File: src/rtl/mc_controller.sv
`default_nettype none
// ============================================================================
// Module      : mc_controller
// Description : Sequencer for one motion-compensation macroblock job. For each
//               of N_DC blocks it loads MB_SIZE current rows, then MB_SIZE
//               reference rows, then emits MB_SIZE residual rows. It then
//               emits N_DC DC-coefficient cycles and pulses done.
// Ports       : clk, reset (sync, active-high)
//               start, abort                   - job control
//               curr_valid, ref_valid          - row supply handshakes
//               residual_ready                 - residual sink handshake
//               load_curr, load_ref, output_residual_row,
//               start_dc_calc, output_dcco     - datapath strobes
//               curr_ack, ref_ack, residual_valid - handshake responses
//               row_idx, dc_count              - row / block counters
//               busy, done                     - status
// Revision    : 1.0 - initial release
// ============================================================================
module mc_controller #(
    parameter int MB_SIZE = 4,
    parameter int N_DC    = 4
) (
    input  logic       clk,
    input  logic       reset,
    input  logic       start,
    input  logic       abort,
    input  logic       curr_valid,
    input  logic       ref_valid,
    input  logic       residual_ready,
    output logic       load_curr,
    output logic       load_ref,
    output logic       output_residual_row,
    output logic       start_dc_calc,
    output logic       output_dcco,
    output logic [3:0] dc_count,
    output logic [3:0] row_idx,
    output logic       curr_ack,
    output logic       ref_ack,
    output logic       residual_valid,
    output logic       busy,
    output logic       done
);

    localparam logic [3:0] C_LAST_ROW = 4'(MB_SIZE - 1);
    localparam logic [3:0] C_LAST_DC  = 4'(N_DC - 1);

    typedef enum logic [2:0] {
        ST_IDLE     = 3'd0,
        ST_LOAD_CUR = 3'd1,
        ST_LOAD_REF = 3'd2,
        ST_RESID    = 3'd3,
        ST_OUT_DC   = 3'd4,
        ST_DONE     = 3'd5
    } state_t;

    state_t     r_state;
    state_t     w_state_nxt;
    logic [3:0] r_row_idx;
    logic [3:0] w_row_nxt;
    logic [3:0] r_dc_count;
    logic [3:0] w_dc_nxt;

    always_ff @(posedge clk) begin
        if (reset) begin
            r_state    <= ST_IDLE;
            r_row_idx  <= 4'd0;
            r_dc_count <= 4'd0;
        end else begin
            r_state    <= w_state_nxt;
            r_row_idx  <= w_row_nxt;
            r_dc_count <= w_dc_nxt;
        end
    end

    // Counters are visible registered values, masked while reset is held so
    // that every output reads zero in a reset cycle.
    assign row_idx  = reset ? 4'd0 : r_row_idx;
    assign dc_count = reset ? 4'd0 : r_dc_count;

    always_comb begin
        w_state_nxt         = r_state;
        w_row_nxt           = r_row_idx;
        w_dc_nxt            = r_dc_count;
        load_curr           = 1'b0;
        load_ref            = 1'b0;
        output_residual_row = 1'b0;
        start_dc_calc       = 1'b0;
        output_dcco         = 1'b0;
        curr_ack            = 1'b0;
        ref_ack             = 1'b0;
        residual_valid      = 1'b0;
        busy                = 1'b0;
        done                = 1'b0;

        if (!reset) begin
            busy = (r_state != ST_IDLE);
            if (abort) begin
                // Abort suppresses every strobe (including done) this cycle.
                w_state_nxt = ST_IDLE;
                w_row_nxt   = 4'd0;
                w_dc_nxt    = 4'd0;
            end else begin
                case (r_state)
                    ST_IDLE: begin
                        if (start) begin
                            w_state_nxt = ST_LOAD_CUR;
                            w_row_nxt   = 4'd0;
                            w_dc_nxt    = 4'd0;
                        end
                    end
                    ST_LOAD_CUR: begin
                        load_curr = curr_valid;
                        curr_ack  = curr_valid;
                        if (curr_valid) begin
                            if (r_row_idx == C_LAST_ROW) begin
                                w_row_nxt   = 4'd0;
                                w_state_nxt = ST_LOAD_REF;
                            end else begin
                                w_row_nxt = r_row_idx + 4'd1;
                            end
                        end
                    end
                    ST_LOAD_REF: begin
                        load_ref = ref_valid;
                        ref_ack  = ref_valid;
                        if (ref_valid) begin
                            if (r_row_idx == C_LAST_ROW) begin
                                w_row_nxt   = 4'd0;
                                w_state_nxt = ST_RESID;
                            end else begin
                                w_row_nxt = r_row_idx + 4'd1;
                            end
                        end
                    end
                    ST_RESID: begin
                        output_residual_row = residual_ready;
                        residual_valid      = residual_ready;
                        if (residual_ready) begin
                            if (r_row_idx == C_LAST_ROW) begin
                                // Last residual row of the block kicks off the
                                // DC calculation and selects the next block.
                                start_dc_calc = 1'b1;
                                w_row_nxt     = 4'd0;
                                if (r_dc_count < C_LAST_DC) begin
                                    w_dc_nxt    = r_dc_count + 4'd1;
                                    w_state_nxt = ST_LOAD_CUR;
                                end else begin
                                    w_dc_nxt    = 4'd0;
                                    w_state_nxt = ST_OUT_DC;
                                end
                            end else begin
                                w_row_nxt = r_row_idx + 4'd1;
                            end
                        end
                    end
                    ST_OUT_DC: begin
                        // row_idx doubles as the DC output counter here.
                        output_dcco = 1'b1;
                        if (r_row_idx == C_LAST_DC) begin
                            w_row_nxt   = 4'd0;
                            w_state_nxt = ST_DONE;
                        end else begin
                            w_row_nxt = r_row_idx + 4'd1;
                        end
                    end
                    ST_DONE: begin
                        done        = 1'b1;
                        w_state_nxt = ST_IDLE;
                    end
                    default: begin
                        w_state_nxt = ST_IDLE;
                        w_row_nxt   = 4'd0;
                        w_dc_nxt    = 4'd0;
                    end
                endcase
            end
        end
    end

endmodule
`default_nettype wire

File: config.mk
export PLATFORM = sky130hd
export DESIGN_NAME = mc_controller
export DESIGN_NICKNAME = d
export VERILOG_FILES = /design/src/rtl/mc_controller.sv
export SDC_FILE = /design/constraint.sdc
export NUM_CORES = 1
export LEC_CHECK = 0
export CAP_MARGIN = 20
export CORE_MARGIN = 5
export CORE_UTILIZATION = 41
export CTS_CLUSTER_DIAMETER = 30
export DETAILED_ROUTE_END_ITERATION = 7
export GPL_TIMING_DRIVEN = 0
export PLACE_DENSITY_LB_ADDON = 0.08
export RECOVER_POWER = 25
export SLEW_MARGIN = 20
export SYNTH_ARGS = -nofsm -noshare
export SYNTH_HDL_FRONTEND = slang
export SYNTH_SLANG_ARGS = --single-unit
File: constraint.sdc
create_clock -name clk -period 1.65 [get_ports clk]
set_input_delay 0.165 -clock clk [delete_from_list [all_inputs] [get_ports clk]]
set_output_delay 0.165 -clock clk [all_outputs]
set_load 0.005 [all_outputs]
==> impl_results.md, run 1 <==
- Weighted congestion reported at the end of routability-driven placement: about 0.83
- Synthesized instance count: ~100
- Fraction of final layout cells sized beyond drive strength 1: roughly 53%
- Core footprint: a little under 0.002 mm2
- DIE AREA: ~0.003 mm2
- P&R area growth vs syn: 86.95%
- Number of antenna violations at the first check in global routing: 0
- Post-synth design cell area: between 800 and 900 um2
- Pin count of the biggest net entering global routing: 11
- Critical path's most frequent cell: sky130_fd_sc_hd__buf_6
- Routing usage on met3: 6.540%
- Distinct cell type count after synthesis: between 40 and 50
- Count of buffering cells on the critical path with inverters included: 3
- CP Data Required Time: 1.86 ns
- Clock net sink count: 11
- GR peak layer: met2
- Clock transition at the register clock pins on the worst setup and hold paths after CTS: ~0.070 ns
- Clock group share of total power: 22.8%
- Commonest non-fill, non-tap cells in the layout: sky130_fd_sc_hd__buf_4 (24), sky130_fd_sc_hd__nor2b_1 (9), sky130_fd_sc_hd__clkdlybuf4s50_1 (9)
- Crit-path slowest cell: sky130_fd_sc_hd__or4_4
- First-pass iteration count of the detailed router: 4
- Total area of multi-input combinational cells: 691.9 um2
- Type of the tightest min-delay check: input port to register
- Fin. Hold Viols: 0
- Number of flip-flops and latches in the synthesized netlist: 11
- Initial core utilization: between 40% and 50%
- Vias: 970
- Family with the most delay on the worst path: simple AND/OR/NAND/NOR gates
- FF/Latch Area: approximately 230 um2
- Met2 track demand over resource in global routing: about a third
- Ordered list of cells on the worst path: buf_6, buf_6, nor4b_4, a21oi_4, buf_6, nand3_4, or4_4, a21oi_1
- Post-route clock period utilization: 106.9%
- Mean number of vias per cell: 5.301
- Timing-limited maximum frequency: ~570 MHz
- Arrival time at the worst endpoint: 1.97 ns
- Maximum fanout encountered on the critical timing path: 8
- Most common cell after layout, fill and taps aside: sky130_fd_sc_hd__buf_4
- Cell Int Power: between 0.5 and 0.6 mW
- Number of port buffers: 24
- Share of total power in sequential cells: around a third
- Max VDD drop: between 0.6 and 0.7 mV
- CTS tree: built
- Htree depth: 1
- Headroom to the max-slew limit: 63.26%
- Global-route wire length before repair: roughly 4.3 mm
- Number of placement rows: 16
- Root buffer cell: sky130_fd_sc_hd__clkbuf_4
- Crit path time final: between 1.5 and 2 ns
- Wire length reported by the detailed router: 2.883 mm
- Chip Width: around 55 um
- Post-layout power: 0.8539 mW
- Filler Cells Inserted: 134
- Failing checks: setup timing
- Slew at the pin with the worst max-slew slack: ~0.55 ns
- Total half-perimeter wirelength after legalization and detailed placement: 1.479 mm
- WL/cell: 15.75 um
- Global-route track usage on met1: between 20% and 30%
- Fraction of the yosys area taken by sequential cells: between 20% and 30%
- Antenna diodes: 0
- Final hold slack: ~0.45 ns
- Initial DRC count: 19
- Share of power burned in combinational logic: 45.0%
- Critical Path End Type: register
- Fin nets: about 170
- Number of endpoints failing setup at the final stage: 9
- Gr usage total: between 20% and 30%
- RSZ-0062 raised after global routing: true
- DRC Markers: 0
- Final Max Slew Viols: 0
- Clk Latency, worst-skew pair: 0.28 ns
- Maximum clock insertion buffer count: 2
- Total leakage power: between 0.6 and 0.7 nW
- Worst Setup Slack, final: -0.1136 ns
- Total grt overflow: 0
- Number of global-route vias before repair: around 990
- Syn_nets: 110
- Final clock skew: ~0.002 ns
- Pwr dens: approximately 550 mW/mm2
- Fraction of power spent switching nets: between 30% and 40%
- Max-capacitance violation count: 0
- Top-level port count: 25
- Average instance area after synthesis: 8.164 um2
- Highest cell delay on the worst timing path: between 0.4 and 0.5 ns
- Synthesis Warnings: 0
- Die extent in y: about 55 um
- Switching pwr: around 0.28 mW
- Result of the run: finished, violations left
- Critical path class: register to register
- ANT nets after route: 0
- Number of buffers inserted during clock tree synthesis: 3
- Startpoint types: register
## cells by family after synthesis
| family | count (synthesis) | synth area share (%) |
|---|---|---|
| and+or+nand+nor | 59 | 44.62 |
| AOI/OAI and AO/OA | 16 | 15.02 |
| buffers and inverters | 12 | 8.800 |
| DFF | 11 | 26.71 |
| adders and majority gates | 2 | 3.034 |
| muxes | 1 | 1.820 |
## repair_timing
item | in CTS | in global routing
pin swaps | 15 | 10
setup buffers | 20 | 8
endpoints found under the setup margin | 24 | 16
hold buffers | 0 | 0
gates resized for setup | 54 | 28
## layout make-up
| cell class | instances | area share, % |
|---|---|---|
| multi-input combinational | 78 | 44.89 |
| timing repair buffer | 52 | 29.38 |
| sequential | 11 | 15.10 |
| buffer | 8 | 6.006 |
| tap | 27 | 2.192 |
| clock buffer | 4 | 1.705 |
| inverter | 3 | 0.7305 |
## Yosys cell counts (all sizes together)
cell	instances	share of area (%)
a21boi	1	2.3
a21oi	7	5.6
a311o	1	1.2
a31oi	1	0.76
and2	2	1.5
and2b	2	2.1
and3	2	1.5
and4	1	1.1
buf	6	6.1
clkbuf	3	1.4
dfxtp	11	27
ha	2	3.0
inv	3	1.4
mux2	1	1.8
nand2	7	3.2
nand2b	1	0.76
nand3	7	7.0
nand3b	1	0.91
nand4	1	0.76
nor2	11	5.3
nor2b	9	6.8
nor3	1	0.61
nor4	1	0.76
nor4b	1	1.1
nor4bb	1	1.2
o21ai	4	2.9
o31a	1	1.2
o41ai	1	1.1
or2	3	2.3
or3	2	2.1
or3b	1	1.1
or4	5	4.6
## registers in the layout, indices dropped and copies added, names as in the netlist
signal      count
r_state         3
r_dc_count      4
r_row_idx       4
## tightest hold or removal path, delay by kind of cell
kind                   cells  cell delay [ns]
buffers and inverters      1             0.25
AO/OA/AOI/OAI              1             0.18
AND/OR/NAND/NOR            1             0.09
## worst paths after layout
check / start / endpoint / slack (ns) / cells past startpoint
worst min-delay path: abort / r_state[0]$_SDFFE_PP0P_ / 0.45 / 3
worst max-delay path: r_state[1]$_SDFFE_PP0P_ / r_state[2]$_SDFFE_PP0P_ / -0.11 / 8
worst max register to register: r_state[1]$_SDFFE_PP0P_ / r_state[2]$_SDFFE_PP0P_ / -0.11 / 8
worst min register to register: r_dc_count[2]$_SDFFE_PP0P_ / r_dc_count[2]$_SDFFE_PP0P_ / 0.49 / 1
## metal layers
| metal | vias to the layer above | share of wire (%) |
|---|---|---|
| li1 | 468 | - |
| met1 | 469 | 40 |
| met2 | 26 | 53 |
| met3 | 7 | 3.9 |
| met4 | 0 | 3.3 |
| met5 | - | 0 |
## power groups by stage
stage / Sequential (mW) / Clock [mW] / Combinational, mW
6_report: 0.275 / 0.195 / 0.384
5_1_grt: 0.275 / 0.218 / 0.411
3_3_place_gp: 0.285 / 0 / 0.200
2_1_floorplan: 0.284 / 0 / 0.149
4_1_cts: 0.276 / 0.198 / 0.308
3_5_place_dp: 0.285 / 0 / 0.200
## per-stage QoR
stage	TNS, ns	instance area, um2	worst slack [ns]	cells	util [%]
2_1_floorplan	-0.02352	842.1	-0.01423	101	-
3_3_place_gp	-4.574	1116	-0.4735	152	57.47
3_5_place_dp	-5.033	1116	-0.4739	152	57.47
4_1_cts	-0.2465	1416	-0.08003	175	72.94
5_1_grt	-1.291	1541	-0.1712	183	79.38
6_report	-0.5583	1541	-0.1136	183	79.38
(Power assumes the default switching activity.)
==> inputs of run 2 (changes only) <==
CORE_UTILIZATION = 35   (was 41)
SLEW_MARGIN = not set   (was 20)
==> impl_results.md, run 2 (synthesis gave the netlist of run 1 again) <==
- Failing checks: setup timing
- Fin nets: 160 (-3.6%)
- Critical Path End Type: register
- Number of global-route vias before repair: 952 (-3.5%)
- Timing-limited maximum frequency: 544.7 MHz (-3.9%)
- Weighted congestion reported at the end of routability-driven placement: 0.7974 (-4.2%)
- Number of buffers inserted during clock tree synthesis: 3 (unchanged)
- Total half-perimeter wirelength after legalization and detailed placement: 1.506 mm (+1.8%)
- Capture point of the worst path: r_state[1]$_SDFFE_PP0P_
- Gr usage total: 15.84% (-4.5 points)
- First-pass iteration count of the detailed router: 4 (unchanged)
- Die extent in y: 58.54 um (+6.7%)
- Number of placement rows: 17 (+1)
- Fraction of the core area covered by cells at the end of the flow: 65.60% (-14 points)
- WL/cell: 15.13 um (-4.0%)
- Final Max Slew Viols: 0 (unchanged)
- Clock net sink count: 11 (unchanged)
- Number of hold buffers added after cts: 0 (unchanged)
- End of the worst register-to-register path: r_state[1]$_SDFFE_PP0P_
- Fin. Hold Viols: 0 (unchanged)
- Max-capacitance violation count: 0 (unchanged)
- Startpoint of the worst-slack reg-to-reg timing path: r_row_idx[0]$_SDFFE_PP0P_
- Worst-case register-to-register setup slack: -0.19 ns (-0.07 ns)
- Mean number of vias per cell: 5.230 (-1.3%)
- Total leakage power: 0.6097 nW (-6.9%)
- Global-route wire length before repair: 4.215 mm (-2.9%)
- Startpoint types: register
- Slew at the pin with the worst max-slew slack: 0.4582 ns (-0.08871 ns)
- Final clock skew: 0.0007690 ns (-0.001177 ns)
- Antenna diodes: 0 (unchanged)
- Crit path time final: 1.836 ns (+0.07230 ns)
- Core footprint: 0.002233 mm2 (+15%)
- Pin count of the biggest net entering global routing: 11 (unchanged)
- Fraction of final layout cells sized beyond drive strength 1: 48.67% (-4.5 points)
- Total Negative Setup Slacks: -0.7930 ns (-0.2348 ns)
- Clk Latency, worst-skew pair: 0.27 ns (about the same)
- Headroom to the max-slew limit: 69.22% (+6.0 points)
- Pwr dens: 552.2 mW/mm2 (-0.32%)
- Critical path class: register to register
- CP Data Required Time: 1.84 ns (-0.02 ns)
- Top-level port count: 25 (unchanged)
- Worst Setup Slack, final: -0.1859 ns (-0.07230 ns)
- DRC Markers: 0 (unchanged)
- Htree depth: 1 (unchanged)
- Result of the run: finished, violations left
- P&R area growth vs syn: 77.69%
- Maximum clock insertion buffer count: 2 (unchanged)
- DIE AREA: 0.003426 mm2 (+14%)
- Most common cell after layout, fill and taps aside: sky130_fd_sc_hd__buf_4
- Top Registers: r_dc_count: 4 flops, r_row_idx: 4 flops, r_state: 3 flops
- ANT nets after route: 0 (unchanged)
- Number of endpoints failing setup at the final stage: 8 (-1)
- Vias: 931 (-4.0%)
- Commonest non-fill, non-tap cells in the layout: sky130_fd_sc_hd__buf_4 (21), sky130_fd_sc_hd__nor2b_1 (9), sky130_fd_sc_hd__clkdlybuf4s50_1 (8)
- Placement-stage worst setup slack: -0.4979 ns (-0.02406 ns)
- Maximum fanout encountered on the critical timing path: 5 (-3)
- Total grt overflow: 0 (unchanged)
- Number of antenna violations at the first check in global routing: 0 (unchanged)
- Max VDD drop: 0.3472 mV (-43%)
- Initial core utilization: 36.92% (-5.5 points)
- CTS tree: built
- Type of the tightest min-delay check: input port to register
- Number of port buffers: 24 (unchanged)
- Root buffer cell: sky130_fd_sc_hd__clkbuf_4
- Depth of the worst register-to-register path: 6 (-2)
- Launch point of the worst path: r_row_idx[0]$_SDFFE_PP0P_
- Wire length reported by the detailed router: 2.693 mm (-6.6%)
- Chip Width: 58.54 um (+6.7%)
- Clock transition at the register clock pins on the worst setup and hold paths after CTS: 0.07 ns (about the same)
- Initial DRC count: 9 (-10)
- Post-route clock period utilization: 111.3% (+4.4 points)
- Final hold slack: 0.4368 ns (-0.01111 ns)
- RSZ-0062 raised after global routing: true
- Arrival time at the worst endpoint: 2.03 ns (+0.06 ns)
==> run 2: cell types whose count changed in the layout (fill, tap and decap cells not counted), sizes merged <==
cell	before	now
buf	36	32
clkbuf	9	7
dlygate4sd3	3	4
clkdlybuf4s15	1	2
clkdlybuf4s50	9	8
dlygate4sd2	6	5
==> run 2: critical path, cell delays in order, from the launching register on <==
cell	delay, ns
sky130_fd_sc_hd__dfxtp_4	0.38
sky130_fd_sc_hd__ha_4	0.13
sky130_fd_sc_hd__or3b_4	0.38
sky130_fd_sc_hd__buf_6	0.13
sky130_fd_sc_hd__or2_0	0.20
sky130_fd_sc_hd__or4_1	0.40
sky130_fd_sc_hd__a31oi_1	0.14
==> run 2: area by class of cell <==
class,instances,area (um2)
Buffer,8,81.33
Clock buffer,4,26.28
Sequential cell,11,236.5
Multi-Input combinational cell,78,679.4
Timing Repair Buffer,46,395.4
Tap cell,28,35.03
Fill cell,184,768.2
Inverter,3,11.26
==> run 2: power by group <==
group,internal [mW],switching [mW]
Clock,0.0936,0.0893
Sequential,0.271,0.00999
Combinational,0.187,0.158
==> run 2: worst min path at each step <==
| stage | startpoint | endpoint | slack, ns | depth (start not counted) |
|---|---|---|---|---|
| detailed placement | r_dc_count[3]$_SDFFE_PP0P_ | r_dc_count[3]$_SDFFE_PP0P_ | 0.47 | 1 |
| global route | abort | r_state[0]$_SDFFE_PP0P_ | 0.44 | 3 |
| CTS | abort | r_state[0]$_SDFFE_PP0P_ | 0.43 | 3 |
| floorplan | abort | r_state[0]$_SDFFE_PP0P_ | 0.44 | 2 |
| finish | abort | r_state[0]$_SDFFE_PP0P_ | 0.44 | 3 |
| global placement | r_dc_count[2]$_SDFFE_PP0P_ | r_dc_count[2]$_SDFFE_PP0P_ | 0.47 | 1 |
==> run 2: repair_timing <==
action / in CTS / in global routing
resized for setup: 55 / 20
cloned: 0 / 0
setup buffers: 19 / 3
pin swaps: 17 / 10
setup endpoints to repair: 23 / 16
==> run 2: metal layers <==
| metal | routed length, um | vias up | global-route usage [%] |
|---|---|---|---|
| met5 | 0 | - | 0 |
| met2 | 1475 | 26 | 28.87 |
| met1 | 1079 | 446 | 17.75 |
| met4 | 27 | 0 | 4.967 |
| met3 | 111 | 4 | 4.167 |
| li1 | - | 455 | - |
==> run 2: stage by stage <==
stage,power [mW],instance area (um2),instances
floorplan,0.4325,842.1,101
global placement,0.4856,1117,153
detailed placement,0.4872,1117,153
CTS,0.7651,1391,175
global route,0.8547,1465,178
finish,0.8090,1465,178
